**src/rtl/wakeup_broadcaster.sv**
```systemverilog
// Wakeup broadcaster: buffers FU completions per source and broadcasts up to WB_WIDTH tags per cycle, round-robin.
// Latency: a completion accepted at an edge is broadcast at the earliest in the next cycle. Busy table updates at the edge.
// Backpressure: fu_ready_o is low when a source FIFO is full (registered count, no same-cycle pop credit) or during flush.
`ifndef WB_WIDTH
`define WB_WIDTH 2
`endif
`ifndef PHY_REG_NUM
`define PHY_REG_NUM 64
`endif

module wakeup_broadcaster #(
  parameter int NUM_SRC     = 4,
  parameter int WB_WIDTH    = `WB_WIDTH,
  parameter int PHY_REG_NUM = `PHY_REG_NUM,
  parameter int FIFO_DEPTH  = 2,
  parameter int NUM_ALLOC   = 2,
  parameter int NUM_LOOKUP  = 4,
  localparam int PW         = $clog2(PHY_REG_NUM)
) (
  input  logic                                 clk,
  input  logic                                 rst_n,
  input  logic                                 flush_i,
  input  logic [NUM_SRC-1:0]                   fu_valid_i,
  input  logic [NUM_SRC-1:0][PW-1:0]           fu_pdest_i,
  output logic [NUM_SRC-1:0]                   fu_ready_o,
  input  logic [NUM_ALLOC-1:0]                 alloc_valid_i,
  input  logic [NUM_ALLOC-1:0][PW-1:0]         alloc_pdest_i,
  input  logic [NUM_LOOKUP-1:0][PW-1:0]        lookup_preg_i,
  output logic [NUM_LOOKUP-1:0]                lookup_ready_o,
  output logic [WB_WIDTH-1:0]                  wb_o,
  output logic [WB_WIDTH-1:0][PW-1:0]          wb_pdest_o
);

  localparam int SW   = (NUM_SRC > 1) ? $clog2(NUM_SRC) : 1;
  localparam int PTRW = (FIFO_DEPTH > 1) ? $clog2(FIFO_DEPTH) : 1;
  localparam int MEMD = 1 << PTRW;
  localparam int CW   = $clog2(FIFO_DEPTH + 1);
  localparam int KW   = $clog2(WB_WIDTH + 1);

  typedef logic [PW-1:0] preg_t;

  preg_t            mem_q    [NUM_SRC][MEMD];
  preg_t            mem_d    [NUM_SRC][MEMD];
  logic [PTRW-1:0]  rd_ptr_q [NUM_SRC];
  logic [PTRW-1:0]  rd_ptr_d [NUM_SRC];
  logic [PTRW-1:0]  wr_ptr_q [NUM_SRC];
  logic [PTRW-1:0]  wr_ptr_d [NUM_SRC];
  logic [CW-1:0]    cnt_q    [NUM_SRC];
  logic [CW-1:0]    cnt_d    [NUM_SRC];
  logic [SW-1:0]    rr_q, rr_d;
  logic [PHY_REG_NUM-1:0] busy_q, busy_d;

  logic [NUM_SRC-1:0] push;
  logic [NUM_SRC-1:0] pop;
  logic [SW:0]        scan;
  logic [SW-1:0]      src;
  logic [KW-1:0]      k;

  // A source accepts while its registered count is below depth; flush blocks all pushes.
  always_comb begin
    for (int s = 0; s < NUM_SRC; s++) begin
      fu_ready_o[s] = (cnt_q[s] != CW'(FIFO_DEPTH)) & ~flush_i;
    end
    push = fu_valid_i & fu_ready_o;
  end

  // Round-robin scan from rr_q; the k-th non-empty head fills slot k, slots packed from 0.
  always_comb begin
    pop        = '0;
    wb_o       = '0;
    wb_pdest_o = '0;
    rr_d       = rr_q;
    k          = '0;
    scan       = '0;
    src        = '0;
    for (int i = 0; i < NUM_SRC; i++) begin
      scan = {1'b0, rr_q} + (SW+1)'(i);
      if (scan >= (SW+1)'(NUM_SRC)) scan = scan - (SW+1)'(NUM_SRC);
      src = scan[SW-1:0];
      if (!flush_i && (cnt_q[src] != '0) && (k < KW'(WB_WIDTH))) begin
        pop[src] = 1'b1;
        for (int j = 0; j < WB_WIDTH; j++) begin
          if (k == KW'(j)) begin
            wb_o[j]       = 1'b1;
            wb_pdest_o[j] = mem_q[src][rd_ptr_q[src]];
          end
        end
        rr_d = (src == SW'(NUM_SRC - 1)) ? '0 : src + 1'b1;
        k    = k + 1'b1;
      end
    end
  end

  // Per-source FIFO pointer/count update; pointers wrap explicitly at FIFO_DEPTH.
  always_comb begin
    mem_d = mem_q;
    for (int s = 0; s < NUM_SRC; s++) begin
      rd_ptr_d[s] = rd_ptr_q[s];
      wr_ptr_d[s] = wr_ptr_q[s];
      cnt_d[s]    = cnt_q[s];
      if (push[s]) begin
        mem_d[s][wr_ptr_q[s]] = fu_pdest_i[s];
        wr_ptr_d[s] = (wr_ptr_q[s] == PTRW'(FIFO_DEPTH - 1)) ? '0 : wr_ptr_q[s] + 1'b1;
      end
      if (pop[s]) begin
        rd_ptr_d[s] = (rd_ptr_q[s] == PTRW'(FIFO_DEPTH - 1)) ? '0 : rd_ptr_q[s] + 1'b1;
      end
      if (push[s] && !pop[s])      cnt_d[s] = cnt_q[s] + 1'b1;
      else if (!push[s] && pop[s]) cnt_d[s] = cnt_q[s] - 1'b1;
      if (flush_i) begin
        rd_ptr_d[s] = '0;
        wr_ptr_d[s] = '0;
        cnt_d[s]    = '0;
      end
    end
  end

  // Busy table: broadcasts clear, allocations set afterwards so a new mapping wins; preg 0 stays ready.
  always_comb begin
    busy_d = busy_q;
    for (int j = 0; j < WB_WIDTH; j++) begin
      if (wb_o[j]) busy_d[wb_pdest_o[j]] = 1'b0;
    end
    for (int a = 0; a < NUM_ALLOC; a++) begin
      if (alloc_valid_i[a] && (alloc_pdest_i[a] != '0)) busy_d[alloc_pdest_i[a]] = 1'b1;
    end
    busy_d[0] = 1'b0;
    if (flush_i) busy_d = '0;
  end

  // Dispatch lookup sees the registered table plus this cycle's broadcasts, so no wakeup is missed.
  always_comb begin
    for (int i = 0; i < NUM_LOOKUP; i++) begin
      lookup_ready_o[i] = ~busy_q[lookup_preg_i[i]];
      for (int j = 0; j < WB_WIDTH; j++) begin
        if (wb_o[j] && (wb_pdest_o[j] == lookup_preg_i[i])) lookup_ready_o[i] = 1'b1;
      end
    end
  end

  // State registers; asynchronous reset drops all buffered completions.
  always_ff @(posedge clk or negedge rst_n) begin
    if (!rst_n) begin
      for (int s = 0; s < NUM_SRC; s++) begin
        for (int e = 0; e < MEMD; e++) mem_q[s][e] <= '0;
        rd_ptr_q[s] <= '0;
        wr_ptr_q[s] <= '0;
        cnt_q[s]    <= '0;
      end
      rr_q   <= '0;
      busy_q <= '0;
    end else begin
      mem_q    <= mem_d;
      rd_ptr_q <= rd_ptr_d;
      wr_ptr_q <= wr_ptr_d;
      cnt_q    <= cnt_d;
      rr_q     <= rr_d;
      busy_q   <= busy_d;
    end
  end

endmodule

```
**config.mk**
```make
export PLATFORM = sky130hd
export DESIGN_NAME = wakeup_broadcaster
export DESIGN_NICKNAME = d
export VERILOG_FILES = /design/src/rtl/wakeup_broadcaster.sv
export SDC_FILE = /design/constraint.sdc
export NUM_CORES = 1
export LEC_CHECK = 0
export CORE_MARGIN = 3
export CORE_UTILIZATION = 45
export DETAILED_ROUTE_END_ITERATION = 12
export PLACE_DENSITY = 0.63
export SLEW_MARGIN = 5
export SYNTH_ARGS = -nofsm -noshare
export SYNTH_HDL_FRONTEND = slang
export SYNTH_SLANG_ARGS = --single-unit
```
**constraint.sdc**
```tcl
create_clock -name clk -period 4.77 [get_ports clk]
set_input_delay 0.477 -clock clk [delete_from_list [all_inputs] [get_ports clk]]
set_output_delay 0.477 -clock clk [all_outputs]
set_load 0.02 [all_outputs]
```
== Word-level counts from Yosys, hierarchy flattened ==
Cells that the tools add are included.
Cells by class
  $add $sub $neg: 29
  $mul: 0
  divide/modulo/power cells: 0
  order comparisons: 43
  equal/unequal tests: 19
  shifts and indexed selects: 0
  muxes and demuxes: 172
  bitwise gates (word level): 31
  reductions and logical operators: 68
Operators by type and width (number)
  $mux W64: 5
  $mux W6: 23
  $mux W12: 11
  $and A64 B64 Y64: 2
  $not A64 Y64: 2
  $or A64 B64 Y64: 2
  $bmux W12 S2: 4
  $mux W2: 37
  $mux W1: 60
  $lt A6 B7 Y1 const B: 8
  $bwmux W12: 4
  $eq A6 B6 Y1: 8
  $logic_and A1 B1 Y1: 37
  $bmux W1 S6: 4
  $demux W1 S6: 4
  $demux W6 S1: 4
  $ge A6 B1 Y1 const B: 4
  $reduce_bool A2 Y1: 12
  $ge A3 B3 Y1 const B: 7
  $add A2 B1 Y2 const B: 10
  $bmux W2 S2: 4
  $ge A2 B2 Y1 const B: 8
  $mux W4: 4
  $not A1 Y2: 8
  other kinds (24): 90
Storage, ports and cells
  register bits: 130
  bits in latches: 0
  RAM bits: 0
  bits in read-only memories: 0
  input port bits: 69
  memories kept: 0

== Logic depth before layout (Yosys ltp) ==
  depth in word-level cells: 32
  mapped depth: 22
  gate-level depth less buffers: 16

== Least setup slack after synthesis ==
No wires, ideal clock.
  path kind: reg-to-output
  from: register rr_q[0]
  to: output port lookup_ready_o[3]
  arrival: 4458 ps
  path slack: -165 ps
  stages on the path, launching flop included: 20
  buffers on the path: 4
  cells stage by stage: dfrtp_1 -> buf_6 -> inv_1 -> ha_1 -> buf_4 -> inv_2 -> mux4_2 -> nor2_1 -> buf_2 -> ha_1 -> nor2_1 -> and2_1 -> nand2_1 -> nand4_1 -> a31oi_1 -> clkbuf_1 -> xor2_1 -> nor3_1 -> a31oi_1 -> o211ai_1
RTL lines
  start, declared: line 50  | logic [SW-1:0] rr_q, rr_d;
  start signal, assigned: line 157  | rr_q <= rr_d;
  end, declared: line 29  | output logic [NUM_LOOKUP-1:0] lookup_ready_o,

== Worst setup path in the final report ==
  from: register rr_q[0]
  to: output port lookup_ready_o[3]
On the way
  longest elaborated chain between the ends: 22
RTL lines
  $ge A2 B3 Y1 or $sub A2 B1 Y2 (tied branches): line 78  | if (scan >= (SW+1)'(NUM_SRC)) scan = scan - (SW+1)'(NUM_SRC);
  $mux W2: line 78
  $not A2 Y3 (not written as such): line 80, 85
  $bmux W2 S2: line 80  | if (!flush_i && (cnt_q[src] != '0) && (k < KW'(WB_WIDTH))) begin
  $mux W2 (not written as such) (2 in a row): line 80
  $reduce_bool A2 Y1: line 80
  $logic_and A1 B1 Y1: line 80
  $mux W1: line 80
  [5 not listed]
  $mux W2: line 80
  $lt A2 B2 Y1 or $logic_not A2 Y1 (tied branches): line 80, 83
  $logic_and A1 B1 Y1 or $mux W6 (tied branches): line 80, 83
  $mux W12: line 80
  $eq A6 B6 Y1: line 136  | if (wb_o[j] && (wb_pdest_o[j] == lookup_preg_i[i])) lookup_ready_o[i] = 1'b1;
  $logic_and A1 B1 Y1: line 136
  $mux W1: line 136
  $mux W1 *: line 136
Mark *: on every way between the ends. The rest lies on a longest branch, timed or not. The select of a mux whose other input is x is not followed.

==> out/metrics.yaml <==
status: "complete, no violations"
synth_area_mm2: 0.01191
r2r_slack_ps: 460
netlist_instances: 1110
drtAntennaViolNets: 0
switching_share_pct: 47.53
timing.final.ws_setup_ps: 207.2
grtUsageTotal_pct: 28.53
synth_nets: 1187
r2r_cells: 17
drt-initial-drc-count: 1255
power.internal_w: 0.004998
cts.sink_count: 129
nets: 1282
seq_power_share_pct: 17.0
cp.required_ps: 4290
cts_tree: "built"
post-route-period-util_pct: 95.66
dp_slack_ps: 5.675
rows: 58
rsz0062_at_grt: "true"
fin_worst_skew_ps: 16.36
die_w_um: 168.7
post_drt_via_cell_ratio: 6.889
die-area_mm2: 0.02844
pwr-share-clk_pct: 14.2
cts-buffers-inserted: 17
layout-drive-gt1-share_pct: 28.16
peakVddDrop_mv: 0.4444
synth_edf_count: 0
synth_common_cells: "dfrtp_1 (129), mux4_2 (114), a21oi_1 (87)"
critPathKind: "register to primary output"
root_buffer: "clkbuf_16"
seq_area_frac_synth_pct: 27.12
clk_latency_ps: 430
hold_buffers: 0
timing.rr.end: "busy_q[46]"
wl_per_cell_um: 26.21
yosysWarningCount: 0
yosysTopAreaCellShare_pct: 27.12
place.gp.congestion: 0.9636
switchingPower_w: 0.004527
core_area_mm2: 0.02562
end_kind: "primary output"
cp.arrival_ps: 4090
routed_wl_um: 40580
path_clk_slew_ps: 60
hold_violations: 0
dr.pass1.iters: 5
synth-seq-cells: 129
synth_area_per_cell_um2: 10.73
numPortBuffers: 90
critPathMaxFanout: 4
cp-start-kind: "register"
start_util_pct: 46.47
power_density_mw_per_mm2: 677.1
min_period_ps: 4563
async_flop_share_pct: 100.0
synth.most_common_cell: "dfrtp_1"
synth_cell_types: 78
power_w: 0.009525
final-setup-viol-count: 0
grt_pass1_vias: 10250
clockBufferDepth: 2
antenna_found_initial: 0
via_count: 10660
diodes: 0
io-pin-count: 91
drv_cap: 0
dpl_cell_area_mm2: 0.01333
grt_pass1_wl_um: 62510
tightest_slew_ps: 972.3
combinationalPowerShare_pct: 68.7
min_path_type: "input pin to asynchronous set/reset pin"
grt_start_max_net_pins: 83
fmax_mhz: 219.2
drc_errors: 0
dpl.hpwl_um: 30750
slew-limit-headroom_pct: 35.05
ys.flop_type: "dfrtp_1"
yosys.area.top_type: "dfrtp_1"
leakagePower_nw: 5.119
fill_cells: 2241
regToRegStartpoint: "rr_q[0]"
htreeDepth: 4
synth_area_leaders: "dfrtp_1 (27%), mux4_2 (22%), mux2_2 (6.0%), mux2i_1 (3.9%), a21oi_1 (3.7%)"
area_delta_synth_final_pct: 18.16
fin_area_mm2: 0.01407
dieHeight_um: 168.7
timing.final.max_slew_violations: 0
overflow: 0
[metrics by stage]
step / TNS (ps) / util (%) / instances / hold WS [ps]
2_1_floorplan: 0 / - / 1110 / 181.4
3_3_place_gp: 0 / 52.02 / 1511 / 508.3
3_5_place_dp: 0 / 52.02 / 1511 / 515.1
4_1_cts: -44.68 / 54.46 / 1544 / 198.5
5_1_grt: 0 / 54.91 / 1548 / 226.5
6_report: 0 / 54.91 / 1548 / 167.3
[routing by layer]
metal	vias to the layer above	wire, um	track usage [%]
met5	-	0	0
met4	0	823	7.257
met3	60	4217	6.469
met2	637	17430	41.06
met1	5343	18110	43.63
li1	4624	-	-
[layout make-up]
| type | instances | area, um2 | area share, % |
|---|---|---|---|
| multi-input cells | 869 | 8265 | 58.76 |
| flip-flops and latches | 129 | 3229 | 22.96 |
| repair buffers | 167 | 1479 | 10.51 |
| clock buffers | 22 | 474.2 | 3.371 |
| well taps | 330 | 412.9 | 2.935 |
| clock inverters | 10 | 125.1 | 0.8894 |
| inverters | 21 | 81.33 | 0.5781 |
[kinds of logic after synthesis]
group | share of synthesized area [%]
AO/OA/AOI/OAI | 17.40
XOR/XNOR | 4.782
adder cells (fa/ha/maj) | 0.8408
buffers and inverters | 4.498
flip-flops | 27.12
multiplexers | 33.13
AND/OR/NAND/NOR | 12.23
[worst max-delay path, stage by stage (launching register included)]
cell and delay [ps]:
dfrtp_2 400, inv_1 80, ha_1 260, inv_2 80, mux4_2 540, nor2_4 170, inv_1 80, ha_1 190
nor2b_1 150, mux2i_4 200, nand2b_4 240, mux2i_4 340, buf_4 180, xor2_1 60, nor3_1 220, a31oi_1 120
o211ai_1 160, clkbuf_2 190
[flip-flops by register name (all words and copies together) (netlist names)]
signal,count
busy_q,63
cnt_q,8
rd_ptr_q,4
mem_q,48
wr_ptr_q,4
rr_q,2
[placed cells by master (no fill, tap or decap), types with 9 or more instances in the layout]
cell type,netlist,layout
nor3_1,37,33
dfrtp_1,129,128
a21oi_1,87,86
or3_1,10,10
o22ai_1,10,10
mux4_2,114,114
xor2_1,28,28
mux2i_1,46,44
nor2b_1,18,17
o21ai_0,13,13
xnor2_1,37,37
o221ai_1,44,44
nand3_1,32,32
mux2_2,63,63
nand2_1,63,61
and2_1,9,9
buf_4,5,77
clkdlybuf4s50_1,0,83
nor2_1,49,46
o22a_1,41,41
nand4_1,13,13
clkbuf_16,0,17
inv_1,17,17
[power groups by stage]
stage	clock network [W]	registers, W	logic [W]
after floorplan	0	0.00155	0.00435
after global placement	0	0.00162	0.00614
after detailed placement	0	0.00164	0.00620
after CTS	0.00137	0.00162	0.00627
after global routing	0.00142	0.00166	0.00697
final	0.00136	0.00162	0.00654
[worst max path at each step]
stage | slack, ps | end | from | cells after the start
after floorplan | 20 | lookup_ready_o[0] | rr_q[0] | 20
after CTS | -30 | lookup_ready_o[1] | rr_q[0] | 15
final | 210 | lookup_ready_o[3] | rr_q[0] | 17
after global placement | 40 | lookup_ready_o[1] | rr_q[0] | 15
after detailed placement | 6 | lookup_ready_o[1] | rr_q[0] | 15
after global routing | 10 | lookup_ready_o[1] | rr_q[0] | 18
[what timing repair did]
item | in CTS | in global routing
setup buffers | 1 | 4
pin swaps | 0 | 3
gates resized for setup | 11 | 31
endpoints found under the setup margin | 5 | 10
Power figures use the tool's default switching activity.
